### src/rtl/irq_sequencer.sv
// Interrupt sequencer: IE/IF registers, IME with delayed EI, a five M-cycle
// dispatch FSM that drives the push/jump datapath, and HALT wake-up.
module irq_sequencer (
  input  logic        CLK,
  input  logic        nRESET,
  input  logic        MCYC_STB,
  input  logic        INSN_BOUNDARY,
  input  logic [7:0]  CPU_IRQ_TRIG,
  input  logic        IE_WR,
  input  logic        IF_WR,
  input  logic [7:0]  D_IN,
  input  logic        EI_EXEC,
  input  logic        DI_EXEC,
  input  logic        RETI_EXEC,
  input  logic        HALT,
  output logic [7:0]  IE,
  output logic [7:0]  IF,
  output logic        IME,
  output logic        DISPATCH,
  output logic [2:0]  SEQ_STEP,
  output logic        PUSH_HI,
  output logic        PUSH_LO,
  output logic [15:0] VEC_A,
  output logic [7:0]  CPU_IRQ_ACK,
  output logic        WAKE
);

  // Encodings double as the SEQ_STEP output code
  typedef enum logic [2:0] {
    StIdle   = 3'd0,
    StWait1  = 3'd1,
    StWait2  = 3'd2,
    StPushHi = 3'd3,
    StPushLo = 3'd4,
    StJump   = 3'd5
  } state_e;

  state_e      state_q, state_d;

  logic [7:0]  ie_q, ie_d;
  logic [7:0]  if_q, if_d;
  logic        ime_q, ime_d;
  // Instruction boundaries still to pass before a pending EI takes effect
  logic [1:0]  ei_cnt_q, ei_cnt_d;

  logic [2:0]  win_q, win_d;
  logic        win_vld_q, win_vld_d;
  logic [7:0]  ack_q, ack_d;
  logic [15:0] vec_q, vec_d;
  logic        wake_q;
  logic        dispatch_q;
  logic        push_hi_q;
  logic        push_lo_q;

  logic [7:0]  pending;
  logic        any_pending;
  logic [2:0]  pend_win;
  logic        bnd_stb;
  logic        dispatching;
  logic        start;
  logic        sample;
  logic        enter_jump;

  assign pending     = ie_q & if_q;
  assign any_pending = |pending;
  assign bnd_stb     = INSN_BOUNDARY & MCYC_STB;
  assign dispatching = (state_q != StIdle);
  assign start       = ~dispatching & bnd_stb & ime_q & any_pending;
  assign sample      = (state_q == StPushHi) & MCYC_STB;
  assign enter_jump  = (state_q == StPushLo) & MCYC_STB;

  // Priority encode pending requests, bit 0 highest
  always_comb begin
    pend_win = 3'd0;
    for (int i = 7; i >= 0; i--) begin
      if (pending[i]) begin
        pend_win = 3'(i);
      end
    end
  end

  // Dispatch state sequencing: only the IDLE exit depends on anything but MCYC_STB
  always_comb begin
    state_d = state_q;
    unique case (state_q)
      StIdle:   if (start)    state_d = StWait1;
      StWait1:  if (MCYC_STB) state_d = StWait2;
      StWait2:  if (MCYC_STB) state_d = StPushHi;
      StPushHi: if (MCYC_STB) state_d = StPushLo;
      StPushLo: if (MCYC_STB) state_d = StJump;
      StJump:   if (MCYC_STB) state_d = StIdle;
      default:                state_d = StIdle;
    endcase
  end

  // Winner latch, acknowledge pulse and jump vector for the next cycle
  always_comb begin
    win_d     = win_q;
    win_vld_d = win_vld_q;
    if (sample) begin
      win_d     = pend_win;
      win_vld_d = any_pending;
    end

    ack_d = 8'd0;
    if (enter_jump && win_vld_q) begin
      ack_d = 8'd1 << win_q;
    end

    // win_q cannot change while in JUMP, so the vector is stable for the whole state
    vec_d = 16'h0000;
    if ((state_d == StJump) && win_vld_q) begin
      vec_d = {9'd0, 1'b1, win_q, 3'b000};
    end
  end

  // IE/IF next state: write, then acknowledge clear, then new requests on top
  always_comb begin
    ie_d = IE_WR ? D_IN : ie_q;
    if_d = IF_WR ? D_IN : if_q;
    if_d = if_d & ~ack_d;
    if_d = if_d | CPU_IRQ_TRIG;
  end

  // IME next state; entering dispatch has the final say
  always_comb begin
    ime_d    = ime_q;
    ei_cnt_d = ei_cnt_q;

    if (bnd_stb && (ei_cnt_q != 2'd0)) begin
      ei_cnt_d = ei_cnt_q - 2'd1;
      if (ei_cnt_q == 2'd1) begin
        ime_d = 1'b1;
      end
    end

    if (!dispatching) begin
      // Boundaries are counted strictly after the EI cycle itself
      if (EI_EXEC) begin
        ei_cnt_d = 2'd2;
      end
      if (DI_EXEC) begin
        ime_d    = 1'b0;
        ei_cnt_d = 2'd0;
      end
      if (RETI_EXEC) begin
        ime_d = 1'b1;
      end
    end

    if (start) begin
      ime_d    = 1'b0;
      ei_cnt_d = 2'd0;
    end
  end

  // Interrupt enable/flag registers and master enable
  always_ff @(posedge CLK or negedge nRESET) begin
    if (!nRESET) begin
      ie_q     <= 8'd0;
      if_q     <= 8'd0;
      ime_q    <= 1'b0;
      ei_cnt_q <= 2'd0;
    end else begin
      ie_q     <= ie_d;
      if_q     <= if_d;
      ime_q    <= ime_d;
      ei_cnt_q <= ei_cnt_d;
    end
  end

  // Dispatch FSM with registered datapath controls
  always_ff @(posedge CLK or negedge nRESET) begin
    if (!nRESET) begin
      state_q    <= StIdle;
      win_q      <= 3'd0;
      win_vld_q  <= 1'b0;
      ack_q      <= 8'd0;
      vec_q      <= 16'h0000;
      dispatch_q <= 1'b0;
      push_hi_q  <= 1'b0;
      push_lo_q  <= 1'b0;
    end else begin
      state_q    <= state_d;
      win_q      <= win_d;
      win_vld_q  <= win_vld_d;
      ack_q      <= ack_d;
      vec_q      <= vec_d;
      dispatch_q <= (state_d != StIdle);
      push_hi_q  <= (state_d == StPushHi);
      push_lo_q  <= (state_d == StPushLo);
    end
  end

  // Wake from HALT on any enabled pending request, regardless of IME
  always_ff @(posedge CLK or negedge nRESET) begin
    if (!nRESET) begin
      wake_q <= 1'b0;
    end else begin
      wake_q <= HALT & any_pending;
    end
  end

  assign IE          = ie_q;
  assign IF          = if_q;
  assign IME         = ime_q;
  assign DISPATCH    = dispatch_q;
  assign SEQ_STEP    = state_q;
  assign PUSH_HI     = push_hi_q;
  assign PUSH_LO     = push_lo_q;
  assign VEC_A       = vec_q;
  assign CPU_IRQ_ACK = ack_q;
  assign WAKE        = wake_q;

endmodule

### config.mk
export PLATFORM = sky130hd
export DESIGN_NAME = irq_sequencer
export DESIGN_NICKNAME = d
export VERILOG_FILES = /design/src/rtl/irq_sequencer.sv
export SDC_FILE = /design/constraint.sdc
export NUM_CORES = 1
export LEC_CHECK = 0
export CORE_ASPECT_RATIO = 0.9
export CORE_UTILIZATION = 25
export DETAILED_ROUTE_END_ITERATION = 8
export PLACE_DENSITY = 0.58
export SYNTH_ARGS = -nofsm -noshare
export SYNTH_HDL_FRONTEND = slang
export SYNTH_SLANG_ARGS = --single-unit
### constraint.sdc
create_clock -name CLK -period 2.85 [get_ports CLK]
set_clock_uncertainty 0.15 [all_clocks]
set_input_delay 0.57 -clock CLK [delete_from_list [all_inputs] [get_ports CLK]]
set_output_delay 0.57 -clock CLK [all_outputs]
set_load 0.05 [all_outputs]
==> results.tsv <==
stage	metric	value	unit
status	status	complete, no violations	
floorplanning	core area	7540	sq um
clock_tree	Clock Path Buffers	2	
worst_setup_path	Critical Path Fanout Max	12	
worst_setup_path	R2R cell count	4	
worst_setup_path	R2R setup slack	0.90	ns
finish	layout cells sized above 1	0.130	
routing	final WL	4400	um
worst_setup_path	cell count along the critical path	1	
synth	synth unique cells	42	
finish	Post-Layout Cell Count	319	
synth	Synth Register Bits	42	
finish	nets	250	
routing	Wirelength per Cell	13.8	um
worst_setup_path	CP required	2.13	ns
worst_setup_path	crit path launch	SEQ_STEP[2]$_DFF_PN0_	
clock_tree	post-cts sizing count	0	
floorplanning	Die Ht	85.7	um
finish	final core utilization	0.352	
place	placed insts	311	
worst_hold_path	worst hold path type	in -> async	
clock_tree	CTS H-tree depth	2	
global_routing	grt total ovfl	0	
synth	register area share after synthesis	0.541	
synth	Mapped Area	1940	sq um
place	Port Buffer Count	61	
global_routing	initial antenna violation count	0	
synth	Syn. warnings	0	
timing	hold_ws	0.255	ns
floorplanning	Die Span X	95.0	um
timing	final hold viol count	0	
global_routing	vias in the first global route	1338	
worst_setup_path	Worst path slowest cell	clkdlybuf4s50_1	
worst_setup_path	crit path capture type	output port	
place	GPL Wtd Cong	0.729	
timing	Max Fclk	0.402	GHz
worst_setup_path	Startpoint Class	register	
clock_tree	CTS hold repair buffers	0	
clock_tree	clock slew at reported path FFs	0.09	ns
clock_tree	CTS tree	built	
routing	total number of vias	1397	
routing	Residual DRC	0	
power_and_ir_drop	Design Power	2.09	mW
worst_setup_path	Worst EP arrival	1.77	ns
power_and_ir_drop	worst vdd ir	218	uV
clock_tree	CTS Buf Count	5	
worst_setup_path	type of the worst setup path	reg -> out	
worst_setup_path	crit path cell chain	clkdlybuf4s50_1	
timing	fin crit share	0.874	
power_and_ir_drop	leakage	1.14	nW
timing	Period minus WS final	2.49	ns
clock_tree	Clk Latency, worst-skew pair	0.30	ns
worst_setup_path	Top delay family on crit path	buffers and inverters	
timing	setup_tns	0	ns
routing	initial DRC count	69	
flow_run	max_cap viols	0	
clock_tree	setup bufs post-CTS	0	
worst_setup_path	Critical Path Max Stage Delay	0.88	ns
synth	Post-synth EDFFs	0	
clock_tree	clock sink count	42	
routing	First-pass DRT Iterations	7	
place	post-DP HPWL	3300	um
floorplanning	Rows	30	
finish	final instance area	2660	sq um
routing	Antenna Nets Post-Route	0	
global_routing	first-pass GRT wire length	7030	um
timing	final worst slack	0.360	ns
finish	area grow syn2layout	36.6	%
timing	Tightest Pin Transition	0.959	ns
global_routing	largest net degree at the start of global routing	43	
synth	Syn Area/Cell	12.1	sq um
global_routing	Tot GR Track Use	0.114	
floorplanning	die area	8130	sq um
routing	vias per std cell	4.38	
timing	Worst slew margin	0.361	
synth	Post-synth top flop	dfrtp_1	
worst_setup_path	reg-to-reg startpoint	IF[0]$_DFF_PN0_	
clock_tree	CTS root buf	clkbuf_8	
power_and_ir_drop	power per cell area	785	nW/um^2
worst_setup_path	CP Buf/Inv Count	1	
finish	antenna cells	0	
timing	Final Setup Violations	0	
timing	Max Slew Vio Count	0	
synth	Synth Instances	161	
floorplanning	Initial Util	0.258	
synth	asr flop ratio synth	1.00	
worst_setup_path	reg2reg end	DISPATCH$_DFF_PN0_	
timing	RSZ-0062 raised after global routing	no	
place	pre-CTS WS	0.415	ns
place	post-placement cell area	2560	sq um
floorplanning	IO Count	74	
## layout make-up
class | count | area, sq um
clock buffers | 6 | 82.6
multi-input cells | 110 | 777
repair buffers | 61 | 606
well taps | 96 | 120
clock inverters | 2 | 12.5
fillers | 744 | 4890
inverters | 2 | 7.51
flip-flops and latches | 42 | 1050
## state kept, by name (all words and copies together), names as in the netlist
register     count
CPU_IRQ_ACK      8
IE               8
IF               8
VEC_A            4
SEQ_STEP         3
win_q            3
ei_cnt_q         2
DISPATCH         1
IME              1
PUSH_HI          1
PUSH_LO          1
WAKE             1
win_vld_q        1
## how the worst max path moves through the flow
stage,end
floorplan,DISPATCH$_DFF_PN0_
detailed placement,PUSH_LO$_DFF_PN0_
global placement,IF[4]$_DFF_PN0_
global route,SEQ_STEP[2]
finish,SEQ_STEP[2]
CTS,SEQ_STEP[2]
## where the power goes
part           total [mW]  switching [mW]  internal (mW)
sequential          0.850           0.142          0.708
clock               0.409           0.214          0.195
combinational       0.826           0.514          0.312
## kinds of logic (layout without fill, tap and decap cells)
logic type / after synthesis / in the layout / share of synthesized area
XOR/XNOR: 2 / 2 / 0.00901
multiplexers: 17 / 17 / 0.0927
other: 1 / 12 / 0.00193
buffers and inverters: 20 / 71 / 0.0811
flip-flops: 42 / 42 / 0.541
AND/OR/NAND/NOR: 44 / 44 / 0.131
adder cells (fa/ha/maj): 2 / 2 / 0.0129
AO/OA/AOI/OAI: 33 / 33 / 0.131
## layer usage
| layer | GRT usage | wire [um] | vias up |
|---|---|---|---|
| met4 | 0.0496 | 69 | 0 |
| met5 | 0 | 0 | - |
| met3 | 0.0337 | 323 | 5 |
| met1 | 0.164 | 2150 | 663 |
| met2 | 0.158 | 1850 | 53 |
| li1 | - | - | 676 |
## placed cells by master (no fill, tap or decap), types with 2 or more instances in the layout
cell type / count
a211oi_1: 2
a21oi_1: 4
a22o_2: 3
a32oi_1: 2
and2b_2: 2
and4_2: 3
clkbuf_8: 6
clkdlybuf4s50_1: 60
conb_1: 12
dfrtp_1: 42
ha_1: 2
inv_1: 2
mux2_2: 8
mux2i_1: 9
nand2_1: 15
nand2b_1: 2
nand4b_1: 2
nor2_1: 9
nor3_1: 3
nor3b_1: 2
o21ai_0: 4
o21bai_1: 8
## synthesized netlist by cell type, types with 2 or more instances
cell type,instances,share of area
nor3_1,3,0.0077
clkbuf_8,3,0.021
buf_4,12,0.046
a211oi_1,2,0.0077
mux2i_1,9,0.046
and4_2,3,0.015
mux2_2,8,0.046
ha_1,2,0.013
o21bai_1,8,0.031
a32oi_1,2,0.0090
o21ai_0,4,0.010
nand4b_1,2,0.0090
nand2_1,15,0.029
inv_1,2,0.0039
nand2b_1,2,0.0064
a22o_2,3,0.015
clkbuf_1,2,0.0039
nor3b_1,2,0.0077
dfrtp_1,42,0.54
and2b_2,2,0.0090
a21oi_1,4,0.010
nor2_1,9,0.017
Power figures use the tool's default switching activity.
==> patch, RTL diff (same flow settings) <==
Take the reset off `ie_q` and load it in a clocked block of its own.
--- a/src/rtl/irq_sequencer.sv
+++ b/src/rtl/irq_sequencer.sv
@@ -158,14 +158,16 @@
   always_ff @(posedge CLK or negedge nRESET) begin
     if (!nRESET) begin
-      ie_q     <= 8'd0;
       if_q     <= 8'd0;
       ime_q    <= 1'b0;
       ei_cnt_q <= 2'd0;
     end else begin
-      ie_q     <= ie_d;
       if_q     <= if_d;
       ime_q    <= ime_d;
       ei_cnt_q <= ei_cnt_d;
     end
+  end
+
+  always_ff @(posedge CLK) begin
+    ie_q <= ie_d;
   end
 
Function: changed (a bounded check fails within 4 cycles, from zero or initial values and one cycle with nRESET low).
==> patch against the original RTL <==
  * First-iteration DRC count down 13%
  * Sequential cell count unchanged
  * Wire length down 2.6%
  * Area after synthesis down 2.8%
  * Global-route usage about the same
  * Setup slack better by 34 ps
  * Critical path depth unchanged
  * Power up 0.12%
  * Final area down 1.2%
  * Sequential share of layout area up 2.0 points
  * Cell count down 3.1%
  * Die area down 2.7%
  * Critical path type unchanged
  * Highest routed layer unchanged
==> patch: results <==
set metrics [dict create \
    netlist-cell-type-count 42 \
    wl_per_cell_microns 13.85 \
    worstMarginPinSlew_ps 618.6 \
    crit_family "buffers and inverters" \
    ys_seq_area_share_pct 57.71 \
    overflow 0 \
    status "complete, no violations" \
    synth.area.top_cells "dfrtp_1 (45%), edfxtp_1 (13%), mux2i_1 (4.8%)" \
    place_hpwl_microns 3221 \
    numCtsBuffers 5 \
    cts_root_buffer "clkbuf_8" \
    vias 1347 \
    hp-class "reg2reg" \
    crit_slowest_cell "clkdlybuf4s50_1" \
    port_buffers 61 \
    cts_resized 0 \
    drtPass1Iterations 4 \
    async_flop_share_pct 80.95 \
    clk_pin_slew_worst_paths_ps 80 \
    grt.total_usage_pct 11.39 \
    vdd_ir_drop_max_mv 0.3168 \
    grt_pass1_vias 1316 \
    grt_max_degree 35 \
    max_freq_mhz 407.2 \
    gp_congestion 0.7354 \
    max_stage_delay_ps 880 \
    synthTopCellsByCount "dfrtp_1 (34), nand2_1 (15), buf_4 (12)" \
    postCtsSetupBuffers 0 \
    synth_edf_count 8 \
    p_leak_uw 0.001105 \
    grt_pass1_wl_microns 6872 \
    layout-drive-gt1-share_pct 9.722 \
    cts.path.max_buffers 2 \
    clock_latency_ps 290 \
    fin_nets 243 \
    finalHoldViolations 0 \
    htreeDepth 2 \
    ys.warnings.count 0 \
    drt-initial-drc-count 60 \
    antenna_found_initial 0 \
    diodes 0 \
    critPathMaxFanout 12 \
]
==> patch: cells by family (layout without fill, tap and decap cells) <==
kind of cell | count (synthesis) | count (layout) | synth area share, %
mux | 9 | 9 | 4.765
other cells | 1 | 12 | 0.1984
flops | 42 | 42 | 57.71
compound gates | 33 | 33 | 13.50
xor+xnor | 2 | 2 | 0.9267
simple gates | 44 | 44 | 13.44
fa+ha+maj | 2 | 2 | 1.323
buf+inv | 19 | 72 | 8.140
==> patch: power by group <==
| group | internal (uW) | leakage (uW) | switching (uW) |
|---|---|---|---|
| Clock | 223 | 0.0000561 | 201 |
| Sequential | 725 | 0.000499 | 142 |
| Combinational | 298 | 0.000550 | 500 |
| Total | 1250 | 0.00111 | 842 |
==> patch: worst register-to-register path: stages, from the launching register on <==
cell and delay [ps]:
dfrtp_1 430, a22o_2 320, nor4_4 370, o41ai_2 200
or3_1 370
==> patch: area by class of cell <==
| cell class | instances | area (sq um) |
|---|---|---|
| Fill cell | 726 | 4561 |
| Sequential cell | 42 | 1091 |
| Multi-Input combinational cell | 102 | 686.9 |
| Timing Repair Buffer | 62 | 618.1 |
| Tap cell | 93 | 116.4 |
| Clock buffer | 6 | 93.84 |
| Clock inverter | 2 | 10.01 |
| Inverter | 2 | 7.507 |
==> patch: per-layer routing <==
layer  part of all wire (%)  GRT usage, %  up-vias
met3                    5.1         1.902        5
met4                    1.4         4.615        0
met5                      0             0        -
li1                       -             -      648
met2                     45         16.38       49
met1                     49         16.89      645
==> patch: final timing paths <==
kind | startpoint | end | slack, ps | cells after the start
worst max-delay path | SEQ_STEP[2] | SEQ_STEP[2] | 390 | 1
worst min-delay path | ei_cnt_q[0] | ei_cnt_q[0] | 370 | 1
worst max register to register | IF[0] | DISPATCH | 900 | 4
worst min register to register | ei_cnt_q[0] | ei_cnt_q[0] | 370 | 1
max in group asynchronous | nRESET | CPU_IRQ_ACK[7] | 1680 | 2
min in group asynchronous | nRESET | SEQ_STEP[0] | 550 | 2
==> patch: stage by stage <==
| stage | power, uW | instances | instance area [sq um] | setup WS [ps] | utilization (%) |
|---|---|---|---|---|---|
| after detailed placement | 1681 | 301 | 2520 | 365.0 | 35.07 |
| after CTS | 2109 | 309 | 2624 | 377.7 | 36.52 |
| after floorplan | 1465 | 163 | 1932 | 798.5 | - |
| after global placement | 1670 | 301 | 2520 | 459.2 | 35.07 |
| final | 2088 | 309 | 2624 | 394.0 | 36.52 |
| after global routing | 2212 | 309 | 2624 | 303.5 | 36.52 |
